===== src/rtl/mux_channel_sequencer.sv =====
// Scans the enabled channels of an 8-to-1 data mux in ascending order.
// Each channel is settled, captured and offered downstream on a valid/ready handshake.
module mux_channel_sequencer #(
  parameter int N_BITS        = 8,
  parameter int SETTLE_CYCLES = 1
) (
  input  logic              clk,
  input  logic              reset,
  input  logic              start,
  input  logic [7:0]        channel_mask,
  input  logic [N_BITS-1:0] mux_data_i,
  output logic [2:0]        selector_o,
  output logic [N_BITS-1:0] data_o,
  output logic [2:0]        channel_o,
  output logic              valid_o,
  input  logic              ready_i,
  output logic              busy_o,
  output logic              done_o
);

  typedef enum logic [2:0] {
    IDLE,
    SCAN,
    SETTLE,
    HOLD,
    DONE
  } state_t;

  localparam logic [3:0] SETTLE_LOAD = 4'(SETTLE_CYCLES);

  state_t     state;
  state_t     next_state;
  logic [7:0] mask_q;
  logic [3:0] pointer;
  logic [3:0] settle_cnt;
  logic       hit;
  logic [2:0] hit_idx;
  logic       handshake;

  assign handshake = valid_o && ready_i;

  // Lowest enabled channel at or above the pointer; pointer value 8 finds nothing.
  always_comb begin
    hit     = 1'b0;
    hit_idx = 3'd0;
    for (int i = 7; i >= 0; i--) begin
      if (mask_q[i] && (4'(i) >= pointer)) begin
        hit     = 1'b1;
        hit_idx = 3'(i);
      end
    end
  end

  always_ff @(posedge clk or negedge reset) begin
    if (!reset) begin
      state <= IDLE;
    end else begin
      state <= next_state;
    end
  end

  always_comb begin
    next_state = state;
    case (state)
      IDLE: begin
        if (start) begin
          next_state = SCAN;
        end
      end
      SCAN: begin
        next_state = hit ? SETTLE : DONE;
      end
      SETTLE: begin
        if (settle_cnt <= 4'd1) begin
          next_state = HOLD;
        end
      end
      HOLD: begin
        if (handshake) begin
          next_state = (channel_o == 3'd7) ? DONE : SCAN;
        end
      end
      DONE: begin
        next_state = IDLE;
      end
      default: begin
        next_state = IDLE;
      end
    endcase
  end

  // busy_o stays up through the cycle in which done_o is shown.
  always_ff @(posedge clk or negedge reset) begin
    if (!reset) begin
      selector_o <= 3'd0;
      data_o     <= '0;
      channel_o  <= 3'd0;
      valid_o    <= 1'b0;
      busy_o     <= 1'b0;
      done_o     <= 1'b0;
      mask_q     <= 8'd0;
      pointer    <= 4'd0;
      settle_cnt <= 4'd0;
    end else begin
      done_o <= (state == DONE);
      busy_o <= (next_state != IDLE) || (state == DONE);
      case (state)
        IDLE: begin
          if (start) begin
            mask_q  <= channel_mask;
            pointer <= 4'd0;
          end
        end
        SCAN: begin
          if (hit) begin
            selector_o <= hit_idx;
            settle_cnt <= SETTLE_LOAD;
          end
        end
        SETTLE: begin
          settle_cnt <= settle_cnt - 4'd1;
          if (settle_cnt <= 4'd1) begin
            data_o    <= mux_data_i;
            channel_o <= selector_o;
            valid_o   <= 1'b1;
          end
        end
        HOLD: begin
          if (handshake) begin
            valid_o <= 1'b0;
            pointer <= {1'b0, channel_o} + 4'd1;
          end
        end
        default: begin
        end
      endcase
    end
  end

endmodule


===== config.mk =====
export PLATFORM = sky130hd
export DESIGN_NAME = mux_channel_sequencer
export DESIGN_NICKNAME = d
export VERILOG_FILES = /design/src/rtl/mux_channel_sequencer.sv
export SDC_FILE = /design/constraint.sdc
export NUM_CORES = 1
export LEC_CHECK = 0
export BUFFER_PORTS_ARGS = -buffer_cell sky130_fd_sc_hd__buf_2
export CORE_MARGIN = 2
export CORE_UTILIZATION = 45
export DETAILED_ROUTE_END_ITERATION = 7
export PLACE_DENSITY = 0.78
export SKIP_CTS_REPAIR_TIMING = 1
export SLEW_MARGIN = 20
export SYNTH_ARGS = -nofsm -noshare
export SYNTH_HDL_FRONTEND = slang
export SYNTH_SLANG_ARGS = --single-unit

===== constraint.sdc =====
create_clock -name clk -period 5.1 [get_ports clk]
set_input_delay 0.255 -clock clk [delete_from_list [all_inputs] [get_ports clk]]
set_output_delay 0.255 -clock clk [all_outputs]
set_load 0.01 [all_outputs]

==> metrics.md <==
| Metric | Value |
|---|---|
| Ranking of synthesized cells by area | `dfrtp_1 (53%), mux2_2 (13%), ha_1 (3.0%)` |
| Area of the core | `3630 µm²` |
| Minimum clock period | `2050 ps` |
| Syn. warnings | `0` |
| Post-synth top area share | `53.1%` |
| Reg-to-Reg Start | `state[0]$_DFF_PN0_` |
| CTS Buf Count | `5` |
| Pin count of the biggest net entering global routing | `37` |
| RSZ-0062 raised after global routing | `no` |
| Critical path cell sequence | `nor3b_4 -> nor4b_4 -> mux2_2` |
| Register clock-pin slew on the reported worst setup and hold paths | `around 70 ps` |
| Ys flop type | `dfrtp_1` |
| Top-count cell post-synth | `dfrtp_1` |
| Nets@finish | `210` |
| Worst min-delay path class | `primary input to asynchronous set/reset pin` |
| Critical Path Start Type | `register` |
| Setup-failing EPs final | `0` |
| Initial antenna violation count | `0` |
| Max-slew headroom | `43.9%` |
| VDD IR-drop max | `~0.35 mV` |
| Area delta synth->final | `18.9%` |
| PortBufs | `36` |
| Crit path kind | `register to register` |
| Share of layout cells above drive strength 1 | `a little over a third` |
| Final hold vios | `0` |
| Top cells by count, synth | `dfrtp_1 (36), mux2_2 (19), nor2_1 (11)` |
| Htree depth | `2` |
| Grt ovf | `0` |
| DRT iter0 DRCs | `between 80 and 90` |
| WP buf/inv | `0` |
| Area leader, netlist | `dfrtp_1` |
| Arrival @ worst endpoint | `2220 ps` |
| Antenna viol nets, final | `0` |
| Number of synthesized flops with an enable pin | `0` |
| Slew @ Worst Pin | `839 ps` |
| CP Data Required Time | `around 5300 ps` |
| Final Cycle Share | `40.3%` |
| Number of distinct library cells after synthesis | `40` |
| Vias in the first global route | `1163` |
| CTS Sinks | `36` |
| DRT Wirelength | `3.23 mm` |
| Net count after synthesis | `169` |
| Power Total | `approximately 1300 µW` |
| Root Driver | `clkbuf_8` |
| Post-route DRC violation count | `0` |
| Register bit count reported by yosys | `36` |
| R2R Setup Slk | `3050 ps` |
| Top Ports | `37` |
| Via/cell ratio | `5.35` |
| Clock tree buffer depth | `2` |
| Placement row count | `22` |
| Ant diodes | `0` |
| First-pass GRT wire length | `roughly 5.6 mm` |
| Leak | `just over 0.0009 µW` |
| Layout Skew | `5.76 ps` |
| Crit-path leading delay family | `simple AND/OR/NAND/NOR gates` |
| Crit end category | `register` |
| Max Fclk | `487 MHz` |
| 1st-pass router iterations | `4` |
| Gr usage total | `between 15 and 20%` |
| Crit-path max FO | `13` |
| Synthesized area per cell | `11.7 µm²` |
| Initial Utilization | `between 40 and 50%` |
| Die area | `4270 µm²` |
| Worst-Skew Late Latency | `280 ps` |
| R2r endpoint | `data_o[3]$_DFFE_PN0P_` |
| Max cap viols | `0` |
| Critical path's slowest cell | `nor4b_4` |
| Sequential fraction of the synthesis area | `53.1%` |
| Synthesized area | `1700 µm²` |
| Post-Syn Instances | `145` |
| Die X-Extent | `65.4 µm` |
| Path depth of the worst reg2reg path | `3` |
| Power density cells | `642 nW/µm²` |
| WL per Instance | `13.7 µm` |
| Max Slew Vio Count | `0` |
| Fill cell count | `326` |
| Status | `completed` |
| Post-synthesis async set-or-reset flop share | `100%` |
| Levels on crit path | `3` |
| Post-DP HPWL | `2.32 mm` |
| Via count | `1258` |
| TritonCTS clock tree | `built` |
| Die Height | `about 65 µm` |
| GP Congestion | `0.887` |
| Setup_tns | `0 ps` |
| CP peak stage delay | `740 ps` |
==> cell families (layout without fill, tap and decap cells) <==
| logic type | count (synthesis) | count (layout) | share of synthesized area (%) |
|---|---|---|---|
| buffers and inverters | 9 | 51 | 2.36 |
| muxes | 19 | 19 | 12.6 |
| xor gates and xnor gates | 2 | 2 | 1.03 |
| adders and majority gates | 4 | 4 | 2.95 |
| DFF | 36 | 36 | 53.1 |
| and+or+nand+nor | 42 | 42 | 14.3 |
| AOI/OAI and AO/OA | 33 | 33 | 13.6 |
==> layout by cell type (no fill, tap or decap), drive strengths merged, types with 6 or more instances in the layout <==
cell,n
dfrtp,36
inv,6
a21oi,7
o21ai,7
nand2,10
clkbuf,8
mux2,19
nor2,11
buf,37
==> metrics by stage <==
step / instances / utilization, % / setup slack, ps / hold WS [ps] / area (µm²)
5_1_grt: 235 / 55.5 / 2910 / 116 / 2020
2_1_floorplan: 145 / - / 3400 / -40.6 / 1700
6_report: 235 / 55.5 / 3050 / 37.4 / 2020
3_5_place_dp: 227 / 53.0 / 3040 / 377 / 1930
3_3_place_gp: 227 / 53.0 / 3070 / 382 / 1930
4_1_cts: 235 / 55.5 / 3020 / 70.8 / 2020
==> per-layer routing <==
metal	track usage, %	wire (µm)	vias to the layer above
met2	24.7	1430	43
met5	0	0	-
met4	9.38	69	0
met3	3.94	201	6
li1	-	-	607
met1	25.2	1530	602
==> power breakdown <==
group	total [µW]	switching, µW	leakage (µW)	internal [µW]
combinational	553	267	0.000432	286
sequential	537	122	0.000439	415
clock	204	94.3	0.0000455	110
==> how the worst max path moves through the flow <==
stage / to / slack, ps / startpoint
detailed placement: data_o[3]$_DFFE_PN0P_ / 3040 / state[0]$_DFF_PN0_
global placement: data_o[2]$_DFFE_PN0P_ / 3070 / state[0]$_DFF_PN0_
CTS: data_o[3]$_DFFE_PN0P_ / 3020 / state[0]$_DFF_PN0_
finish: data_o[3]$_DFFE_PN0P_ / 3050 / state[0]$_DFF_PN0_
global route: data_o[4]$_DFFE_PN0P_ / 2910 / state[0]$_DFF_PN0_
floorplan: data_o[0]$_DFFE_PN0P_ / 3400 / state[0]$_DFF_PN0_
==> area by class of cell <==
type                            count  area, µm²  area share [%]
Tap cell                           48       60.1            2.98
Multi-Input combinational cell    100        754            37.4
Sequential cell                    36        901            44.7
Timing Repair Buffer               37        188            9.31
Inverter                            6       22.5            1.12
Clock buffer                        8       90.1            4.47
==> flip-flops by register name, indices dropped and copies added, names as in the netlist <==
name        cells
mask_q          8
data_o          8
state           3
settle_cnt      4
valid_o         1
busy_o          1
done_o          1
selector_o      3
channel_o       3
pointer         4
No activity file was read; power rests on OpenSTA's default activity.
